## config.mk

```make
export PLATFORM = sky130hd
export DESIGN_NAME = lsu_mem_arbiter
export DESIGN_NICKNAME = d
export VERILOG_FILES = /design/src/rtl/lsu_mem_arbiter.sv
export SDC_FILE = /design/constraint.sdc
export NUM_CORES = 1
export LEC_CHECK = 0
export ABC_CLOCK_PERIOD_IN_PS = 4100
export BUFFER_PORTS_ARGS = -buffer_cell sky130_fd_sc_hd__buf_2
export CAP_MARGIN = 0
export CORE_UTILIZATION = 50
export CTS_CLUSTER_DIAMETER = 200
export CTS_CLUSTER_SIZE = 24
export DETAILED_ROUTE_END_ITERATION = 6
export PLACE_DENSITY_LB_ADDON = 0.2
export SLEW_MARGIN = 20
export SYNTH_ARGS = -nofsm -noshare
export SYNTH_HDL_FRONTEND = slang
export SYNTH_SLANG_ARGS = --single-unit
```

## constraint.sdc

```tcl
create_clock -name clk -period 4.1 [get_ports clk]
set_input_delay 0.82 -clock clk [delete_from_list [all_inputs] [get_ports clk]]
set_output_delay 0.82 -clock clk [all_outputs]
set_load 0.01 [all_outputs]
```

## src/rtl/lsu_mem_arbiter.sv

```systemverilog
`timescale 1ns/1ps
`default_nettype none
// ============================================================================
// lsu_mem_arbiter : shares one memory read/write channel among NUM_CONSUMERS LSUs
// Option macro   : LSU_MEM_ARB_ROUND_ROBIN_EN (round-robin scan; else fixed priority)
// Revision       : 1.0
// ============================================================================
module lsu_mem_arbiter #(
    parameter int NUM_CONSUMERS = 4,
    parameter int ADDR_WIDTH    = 8,
    parameter int DATA_WIDTH    = 8
) (
    input  logic                                       clk,
    input  logic                                       rst_n,
    input  logic [NUM_CONSUMERS-1:0]                   consumer_read_valid,
    input  logic [NUM_CONSUMERS-1:0][ADDR_WIDTH-1:0]   consumer_read_addr,
    output logic [NUM_CONSUMERS-1:0]                   consumer_read_ready,
    output logic [NUM_CONSUMERS-1:0][DATA_WIDTH-1:0]   consumer_read_data,
    input  logic [NUM_CONSUMERS-1:0]                   consumer_write_valid,
    input  logic [NUM_CONSUMERS-1:0][ADDR_WIDTH-1:0]   consumer_write_addr,
    input  logic [NUM_CONSUMERS-1:0][DATA_WIDTH-1:0]   consumer_write_data,
    output logic [NUM_CONSUMERS-1:0]                   consumer_write_ready,
    output logic                                       mem_read_valid,
    output logic [ADDR_WIDTH-1:0]                      mem_read_addr,
    input  logic                                       mem_read_ready,
    input  logic [DATA_WIDTH-1:0]                      mem_read_data,
    output logic                                       mem_write_valid,
    output logic [ADDR_WIDTH-1:0]                      mem_write_addr,
    output logic [DATA_WIDTH-1:0]                      mem_write_data,
    input  logic                                       mem_write_ready
);

    localparam int IDX_W = $clog2(NUM_CONSUMERS);
    localparam logic [IDX_W:0] NUM_C = (IDX_W+1)'(NUM_CONSUMERS);

    typedef enum logic [2:0] {
        IDLE          = 3'd0,
        READ_WAITING  = 3'd1,
        WRITE_WAITING = 3'd2,
        READ_RELAY    = 3'd3,
        WRITE_RELAY   = 3'd4
    } state_t;

    state_t                                  state, state_nxt;
    logic [IDX_W-1:0]                        gid, gid_nxt;
    logic [IDX_W-1:0]                        scan_base;
    logic                                    found;
    logic [IDX_W-1:0]                        win;
    logic [IDX_W:0]                          cand;

    logic [NUM_CONSUMERS-1:0]                crr_nxt, cwr_nxt;
    logic [NUM_CONSUMERS-1:0][DATA_WIDTH-1:0] crd_nxt;
    logic                                    mrv_nxt, mwv_nxt;
    logic [ADDR_WIDTH-1:0]                   mra_nxt, mwa_nxt;
    logic [DATA_WIDTH-1:0]                   mwd_nxt;

`ifdef LSU_MEM_ARB_ROUND_ROBIN_EN
    logic [IDX_W-1:0] rr_ptr, rr_ptr_nxt;
    logic [IDX_W:0]   win_inc;

    assign scan_base = rr_ptr;
    assign win_inc   = {1'b0, win} + (IDX_W+1)'(1);

    always_ff @(posedge clk or negedge rst_n) begin
        if (!rst_n) begin
            rr_ptr <= '0;
        end else begin
            rr_ptr <= rr_ptr_nxt;
        end
    end

    always_comb begin
        rr_ptr_nxt = rr_ptr;
        if (state == IDLE && found) begin
            rr_ptr_nxt = (win_inc >= NUM_C) ? '0 : win_inc[IDX_W-1:0];
        end
    end
`else
    assign scan_base = '0;
`endif

    // First requester at or after scan_base, wrapping modulo NUM_CONSUMERS.
    always_comb begin
        found = 1'b0;
        win   = '0;
        cand  = '0;
        for (int k = 0; k < NUM_CONSUMERS; k++) begin
            cand = {1'b0, scan_base} + (IDX_W+1)'(k);
            if (cand >= NUM_C) begin
                cand = cand - NUM_C;
            end
            if (!found && (consumer_read_valid[cand[IDX_W-1:0]] ||
                           consumer_write_valid[cand[IDX_W-1:0]])) begin
                found = 1'b1;
                win   = cand[IDX_W-1:0];
            end
        end
    end

    always_comb begin
        state_nxt = state;
        gid_nxt   = gid;
        crr_nxt   = consumer_read_ready;
        cwr_nxt   = consumer_write_ready;
        crd_nxt   = consumer_read_data;
        mrv_nxt   = mem_read_valid;
        mra_nxt   = mem_read_addr;
        mwv_nxt   = mem_write_valid;
        mwa_nxt   = mem_write_addr;
        mwd_nxt   = mem_write_data;
        case (state)
            IDLE: begin
                if (found) begin
                    gid_nxt = win;
                    // Read has precedence when one LSU raises both; the write stays pending.
                    if (consumer_read_valid[win]) begin
                        mrv_nxt   = 1'b1;
                        mra_nxt   = consumer_read_addr[win];
                        state_nxt = READ_WAITING;
                    end else begin
                        mwv_nxt   = 1'b1;
                        mwa_nxt   = consumer_write_addr[win];
                        mwd_nxt   = consumer_write_data[win];
                        state_nxt = WRITE_WAITING;
                    end
                end
            end
            READ_WAITING: begin
                if (mem_read_ready) begin
                    mrv_nxt      = 1'b0;
                    crd_nxt[gid] = mem_read_data;
                    crr_nxt[gid] = 1'b1;
                    state_nxt    = READ_RELAY;
                end
            end
            WRITE_WAITING: begin
                if (mem_write_ready) begin
                    mwv_nxt      = 1'b0;
                    cwr_nxt[gid] = 1'b1;
                    state_nxt    = WRITE_RELAY;
                end
            end
            READ_RELAY: begin
                if (!consumer_read_valid[gid]) begin
                    crr_nxt[gid] = 1'b0;
                    state_nxt    = IDLE;
                end
            end
            WRITE_RELAY: begin
                if (!consumer_write_valid[gid]) begin
                    cwr_nxt[gid] = 1'b0;
                    state_nxt    = IDLE;
                end
            end
            default: state_nxt = IDLE;
        endcase
    end

    always_ff @(posedge clk or negedge rst_n) begin
        if (!rst_n) begin
            state                <= IDLE;
            gid                  <= '0;
            consumer_read_ready  <= '0;
            consumer_write_ready <= '0;
            consumer_read_data   <= '0;
            mem_read_valid       <= 1'b0;
            mem_read_addr        <= '0;
            mem_write_valid      <= 1'b0;
            mem_write_addr       <= '0;
            mem_write_data       <= '0;
        end else begin
            state                <= state_nxt;
            gid                  <= gid_nxt;
            consumer_read_ready  <= crr_nxt;
            consumer_write_ready <= cwr_nxt;
            consumer_read_data   <= crd_nxt;
            mem_read_valid       <= mrv_nxt;
            mem_read_addr        <= mra_nxt;
            mem_write_valid      <= mwv_nxt;
            mem_write_addr       <= mwa_nxt;
            mem_write_data       <= mwd_nxt;
        end
    end

endmodule
`default_nettype wire

```

==> flow_summary.yaml, run 1 <==
outcome:
  status: "complete, no violations"
setup_path:
  r2r_end: "consumer_read_data[25]"
  start_kind: "input pin"
  startpoint: "consumer_write_valid[0]"
  r2r_slack_ns: 1.75
  worstReg2RegStart: "state[0]"
  arrival_ns: 3.07
  cp_max_fo: 17
  worstPathRequired_ns: 4.33
  reg2reg_depth: 3
  path_class: "in2reg"
  crit_end: "mem_write_addr[6]"
  cp-end-kind: "flop"
power_and_ir_drop:
  p_leak_uw: 0.00240
  power.density_mw_per_mm2: 643
  vdd_drop_max_mv: 0.267
cts:
  path_clk_slew_ns: 0.08
  cts_tree: "yes"
  cts_buffer_depth: 2
  clock-root-buffer: "clkbuf_8"
  cts_buffers: 9
  cts_resized: 0
  clkLatencyLatePin_ns: 0.34
  clock-sinks: 71
  cts-hold-fix-buffers: 0
  cts-htree-levels: 3
  cts_setup_buffers: 0
grt:
  grt_use_total_pct: 24.4
  grt-ovfl-total: 0
  gr-usage-met1_pct: 28.2
  grt_pass1_wl_mm: 14.0
  busiest_layer: "met2"
  grt_antenna_before_repair: 0
  grt_max_degree: 48
  use_met3_pct: 6.97
  grt_pass1_vias: 2978
  use_met2_pct: 42.2
logic_synthesis:
  synth_cell_type_count: 42
  yosys_warnings: 0
  synth_mux_area_share_pct: 29.8
  synthArstFlopShare_pct: 100
  yosysSeqAreaShare_pct: 48.4
  synthAdderAreaFrac_pct: 0
  synth_xor_area_share_pct: 0
  synthSimpleGateAreaFrac_pct: 6.65
  ys_ff_latch: 71
  syn_inst: 278
  synth_nets: 394
  avgSynthCellArea_sq_um: 13.2
  synth_compound_area_share_pct: 12.5
  synth_top_family_by_area: "multiplexers"
  syn-cell-area_sq_mm: 0.00367
  synth_ff_type: "dfrtp_1"
  synth_edf_count: 0
detailed_routing:
  routed_via_density: 5.38
  vias: 3002
  drc: 0
  drt_iter0_drc: 72
  drt_first_pass_iters: 4
  drtAntennaViolNets: 0
  finalWirelength_mm: 8.94
  routedWlPerCell_microns: 16.0
floorplanning:
  die_h_microns: 87.7
  io_pins: 182
  initial_core_util_pct: 52.8
  die_area_sq_mm: 0.00769
  rows: 30
  die_x_microns: 87.7
  coreArea_sq_mm: 0.00694
sta:
  fmax_ghz: 0.352
  setup_viol: 0
  drv_slew: 0
  timing.final.crit_share_pct: 69.4
  slew_headroom_pct: 34.2
  hold_ws_ns: 0.454
  layout_setup_ws_ns: 1.26
  tns_ns: 0
  min_period_ns: 2.84
  rsz0062_at_grt: "false"
  tightest_slew_ns: 0.980
  finClkSkew_ns: 0.00443
  final-hold-violation-count: 0
place:
  hpwlAfterDp_mm: 6.87
  dp.cells: 542
  dp_slack_ns: 0.884
  port-buffer-count: 181
  place.gp.congestion: 0.778
final_layout:
  nFillCells: 532
  layout_commonest_cell: "buf_2"
  seq_area_sq_mm: 0.00178
  stdcell_count: 558
  syn_to_final_growth_pct: 32.3
  layout_common_cells: "181 x buf_2, 71 x dfrtp_1, 42 x mux2_2"
  diodes: 0
  drive_gt1_share_pct: 59.3
  fin_nets: 573
  multi_input_area_sq_mm: 0.00180
job:
  maxCapViolations: 0
min_path:
  holdCritPathClass: "in2async"
through the flow:
stage	instance area (sq um)	total power, uW	utilization (%)
finish	4850	3120	69.9
global placement	4630	2480	66.7
global route	4850	3340	69.9
floorplan	3670	2020	-
CTS	4850	3160	69.9
detailed placement	4630	2530	66.7
cells by family (layout without fill, tap and decap cells):
family | Yosys count | after routing
AND/OR/NAND/NOR | 50 | 50
flip-flops | 71 | 71
multiplexers | 77 | 77
buffers and inverters | 19 | 203
AO/OA/AOI/OAI | 61 | 61
worst max-delay path, stage by stage:
cell     delay [ns]
buf_2          0.11
or4_1          0.68
a21oi_2        0.76
mux4_2         0.42
mux2_4         0.27
layout make-up:
cell class / count / area share, %
Tap cell: 96 / 2.47
Clock inverter: 6 / 1.91
Timing Repair Buffer: 184 / 19.1
Multi-Input combinational cell: 188 / 37.0
Clock buffer: 10 / 2.63
Sequential cell: 71 / 36.6
Inverter: 3 / 0.232
worst min path at each step:
stage,from,end,slack (ns)
after global routing,rst_n,consumer_read_data[3],0.48
after floorplan,mem_read_addr[2],mem_read_addr[2],0.51
after CTS,rst_n,consumer_read_data[3],0.46
final,rst_n,consumer_read_data[3],0.45
after global placement,mem_read_addr[2],mem_read_addr[2],0.46
after detailed placement,mem_read_addr[4],mem_read_addr[4],0.48
power by group:
part | switching [uW] | total (uW) | internal [uW]
clock | 273 | 620 | 347
combinational | 593 | 1250 | 659
sequential | 216 | 1250 | 1040
per-layer routing:
layer | part of all wire [%] | wire length [microns]
met1 | 41 | 3660
met2 | 50 | 4430
met3 | 7.2 | 645
met4 | 2.2 | 200
met5 | 0 | 0
Yosys cell counts, drive strengths merged, types with 3 or more instances:
master   n  area, sq um
dfrtp   71         1780
nand2   24         97.6
mux2i    8         80.1
a21o     8         60.1
nor2    10         40.0
inv      3         11.3
nand2b   3         18.8
clkbuf   9         33.8
o31ai    3         36.3
mux2    51          608
a21boi   8         60.1
mux4    18          405
buf      7         50.1
a21oi    9         60.1
nor2b    5         31.3
a311oi   8         70.1
o21ai   15         75.1
(Power assumes the default switching activity.)
==> run 2: changes to the inputs <==
--- a/config.mk
+++ b/config.mk
@@ -5,10 +5,11 @@
 export SDC_FILE = /design/constraint.sdc
 export NUM_CORES = 1
 export LEC_CHECK = 0
-export ABC_CLOCK_PERIOD_IN_PS = 4100
+export ABC_AREA = 1
+export ABC_CLOCK_PERIOD_IN_PS = 3000
 export BUFFER_PORTS_ARGS = -buffer_cell sky130_fd_sc_hd__buf_2
 export CAP_MARGIN = 0
-export CORE_UTILIZATION = 50
+export CORE_UTILIZATION = 48
 export CTS_CLUSTER_DIAMETER = 200
 export CTS_CLUSTER_SIZE = 24
 export DETAILED_ROUTE_END_ITERATION = 6
==> constraint.sdc (replaced) <==
create_clock -name clk -period 3 [get_ports clk]
set_input_delay 0.6 -clock clk [delete_from_list [all_inputs] [get_ports clk]]
set_output_delay 0.6 -clock clk [all_outputs]
set_load 0.01 [all_outputs]
==> run 2 against run 1 <==
- clock skew grew 0.0032 ns
- critical path type unchanged
- largest cell class unchanged
- non-clock buffer count increased by 2
- clock-buffer cell count did not move
- synthesized cell count is 110% higher
- total power increased by 32%
- first-iteration DRC count grew to 2.5 times the previous value
- area after synthesis increased by 12%
==> flow_summary.yaml, run 2 <==
final_layout:
  drive_gt1_share_pct: 30.2
  layout_commonest_cell: "nand2_1"
  layout_common_cells: "205 x nand2_1, 180 x buf_2, 72 x inv_1"
  syn_to_final_growth_pct: 27.6
  diodes: 0
  utilization_pct: 63.7
  fin_nets: 860
  nFillCells: 788
  postLayoutCellArea_sq_mm: 0.00526
setup_path:
  cp_max_fo: 36
  worstPathRequired_ns: 3.27
  r2r_slack_ns: 1.38
  arrival_ns: 2.29
  start_kind: "input pin"
  worstReg2RegStart: "gid[1]"
  path_class: "in2reg"
  cp-end-kind: "flop"
  reg2reg_depth: 10
min_path:
  holdCritPathClass: "in2async"
place:
  place.gp.congestion: 0.845
  port-buffer-count: 181
  hpwlAfterDp_mm: 8.32
  postPlaceCellArea_sq_mm: 0.00506
floorplanning:
  coreArea_sq_mm: 0.00826
  die_area_sq_mm: 0.00897
  io_pins: 182
  initial_core_util_pct: 49.9
  die_h_microns: 94.7
  die_x_microns: 94.7
  rows: 33
detailed_routing:
  drc: 0
  finalWirelength_mm: 11.4
  drt_iter0_drc: 183
  vias: 4355
  routed_via_density: 5.10
  drtAntennaViolNets: 0
  routedWlPerCell_microns: 13.4
  drt_first_pass_iters: 6
cts:
  clkLatencyLatePin_ns: 0.33
  path_clk_slew_ns: 0.07
  cts_buffers: 9
  cts_tree: "yes"
  clock-sinks: 71
  cts_buffer_depth: 2
  clock-root-buffer: "clkbuf_8"
  cts_resized: 0
  cts-htree-levels: 3
  cts-hold-fix-buffers: 0
  cts_setup_buffers: 0
sta:
  final-hold-violation-count: 0
  min_period_ns: 2.02
  timing.final.crit_share_pct: 67.3
  rsz0062_at_grt: "false"
  drv_slew: 0
  tns_ns: 0
  slew_headroom_pct: 40.8
  finClkSkew_ns: 0.00765
  tightest_slew_ns: 0.888
  fmax_ghz: 0.495
  setup_viol: 0
power_and_ir_drop:
  switchingPower_uw: 1660
  combPwrFrac_pct: 42.1
  power_frac_seq_pct: 39.6
  vdd_drop_max_mv: 0.570
  p_leak_uw: 0.00311
  power.density_mw_per_mm2: 781
  p_total_uw: 4110
  clkPwrFrac_pct: 18.3
  p_int_uw: 2450
  switching_share_pct: 40.4
logic_synthesis:
  synth_mux_area_share_pct: 0
  synthSimpleGateAreaFrac_pct: 37.9
  synth_compound_area_share_pct: 8.68
  synth_edf_count: 0
  synth_cell_type_count: 25
  avgSynthCellArea_sq_um: 7.18
  synth_top_family_by_area: "simple AND/OR/NAND/NOR gates"
  synth.area.top_cells: "dfrtp_1 43%, nand2_1 19%, inv_1 6.6%"
  synth_ff_type: "dfrtp_1"
  ys_ff_latch: 71
  yosys_warnings: 0
  syn_inst: 574
  yosysSeqAreaShare_pct: 43.1
  synthArstFlopShare_pct: 100
  synth_nets: 690
  synthAdderAreaFrac_pct: 0
  synth_top_area_share_pct: 43.1
  yosysTopAreaCell: "dfrtp_1"
  yosysMostFrequentCell: "nand2_1"
  synth_commonest_cells: "205 x nand2_1, 72 x inv_1, 71 x dfrtp_1"
  synth_xor_area_share_pct: 0
  syn-cell-area_sq_mm: 0.00412
grt:
  grt_pass1_wl_mm: 18.2
  grt_pass1_vias: 3911
  grt-ovfl-total: 0
  grt_antenna_before_repair: 0
  grt_max_degree: 72
  grt_use_total_pct: 26.1
job:
  maxCapViolations: 0
outcome:
  status: "complete, no violations"
run 2: cell count changes in the layout (fill, tap and decap cells not counted), moves of 9 or more:
| cell | before | now |
|---|---|---|
| a21oi_1 | 7 | 19 |
| inv_1 | 3 | 72 |
| mux2_2 | 42 | 0 |
| mux2_4 | 9 | 0 |
| mux4_2 | 18 | 0 |
| nand2_1 | 23 | 205 |
| nand3_1 | 0 | 44 |
| nand3b_1 | 1 | 32 |
| nand4_1 | 0 | 16 |
| o21ai_0 | 6 | 40 |
run 2: metal layers:
metal / GRT usage (%) / vias to the layer above / share of wire (%)
li1: - / 2165 / -
met1: 34.0 / 1990 / 44
met2: 41.7 / 180 / 46
met3: 6.76 / 20 / 8.3
met4: 9.47 / 0 / 1.8
met5: 0 / - / 0
run 2: through the flow:
| step | instances | setup slack (ns) | hold slack [ns] |
|---|---|---|---|
| floorplan | 574 | 1.29 | 0.304 |
| global placement | 838 | 0.687 | 0.452 |
| detailed placement | 838 | 0.621 | 0.455 |
| CTS | 854 | 0.982 | 0.416 |
| global route | 854 | 0.751 | 0.467 |
| finish | 854 | 0.980 | 0.374 |
run 2: logic make-up after synthesis:
kind of cell	after synthesis
simple gates	328
buf+inv	104
flops	71
compound gates	71
run 2: final cells by class:
class | instances | area [sq um] | share of cell area, %
multi-input combinational | 399 | 1920 | 36.5
clock buffer | 10 | 138 | 2.62
timing repair buffer | 186 | 946 | 18.0
sequential | 71 | 1780 | 33.8
clock inverter | 6 | 60.1 | 1.14
inverter | 77 | 289 | 5.49
tap | 105 | 131 | 2.50
run 2: worst max path at each step:
stage | startpoint | end | slack, ns | depth (start not counted)
after CTS | consumer_read_valid[2] | mem_read_addr[0] | 0.98 | 9
after global routing | consumer_write_valid[1] | mem_read_addr[7] | 0.75 | 8
after global placement | consumer_write_valid[0] | mem_read_addr[6] | 0.69 | 9
after detailed placement | consumer_read_valid[2] | mem_read_addr[0] | 0.62 | 9
after floorplan | consumer_write_valid[2] | mem_write_addr[0] | 1.29 | 11
final | consumer_write_valid[0] | mem_read_addr[0] | 0.98 | 9
run 2: worst max-delay path, stage by stage:
cell	delay, ns
buf_2	0.13
nor2_8	0.12
buf_4	0.35
nand3_1	0.19
nand3_4	0.13
nand3_1	0.30
inv_1	0.31
nand2_1	0.08
nand2_1	0.06
run 2: power groups by stage:
stage                     logic (uW)  registers [uW]  clock network (uW)
after floorplan                  855            1800                   0
after CTS                       1750            1620                 764
after detailed placement        1740            1630                   0
after global routing            1960            1670                 812
after global placement          1700            1630                   0
final                           1730            1630                 752
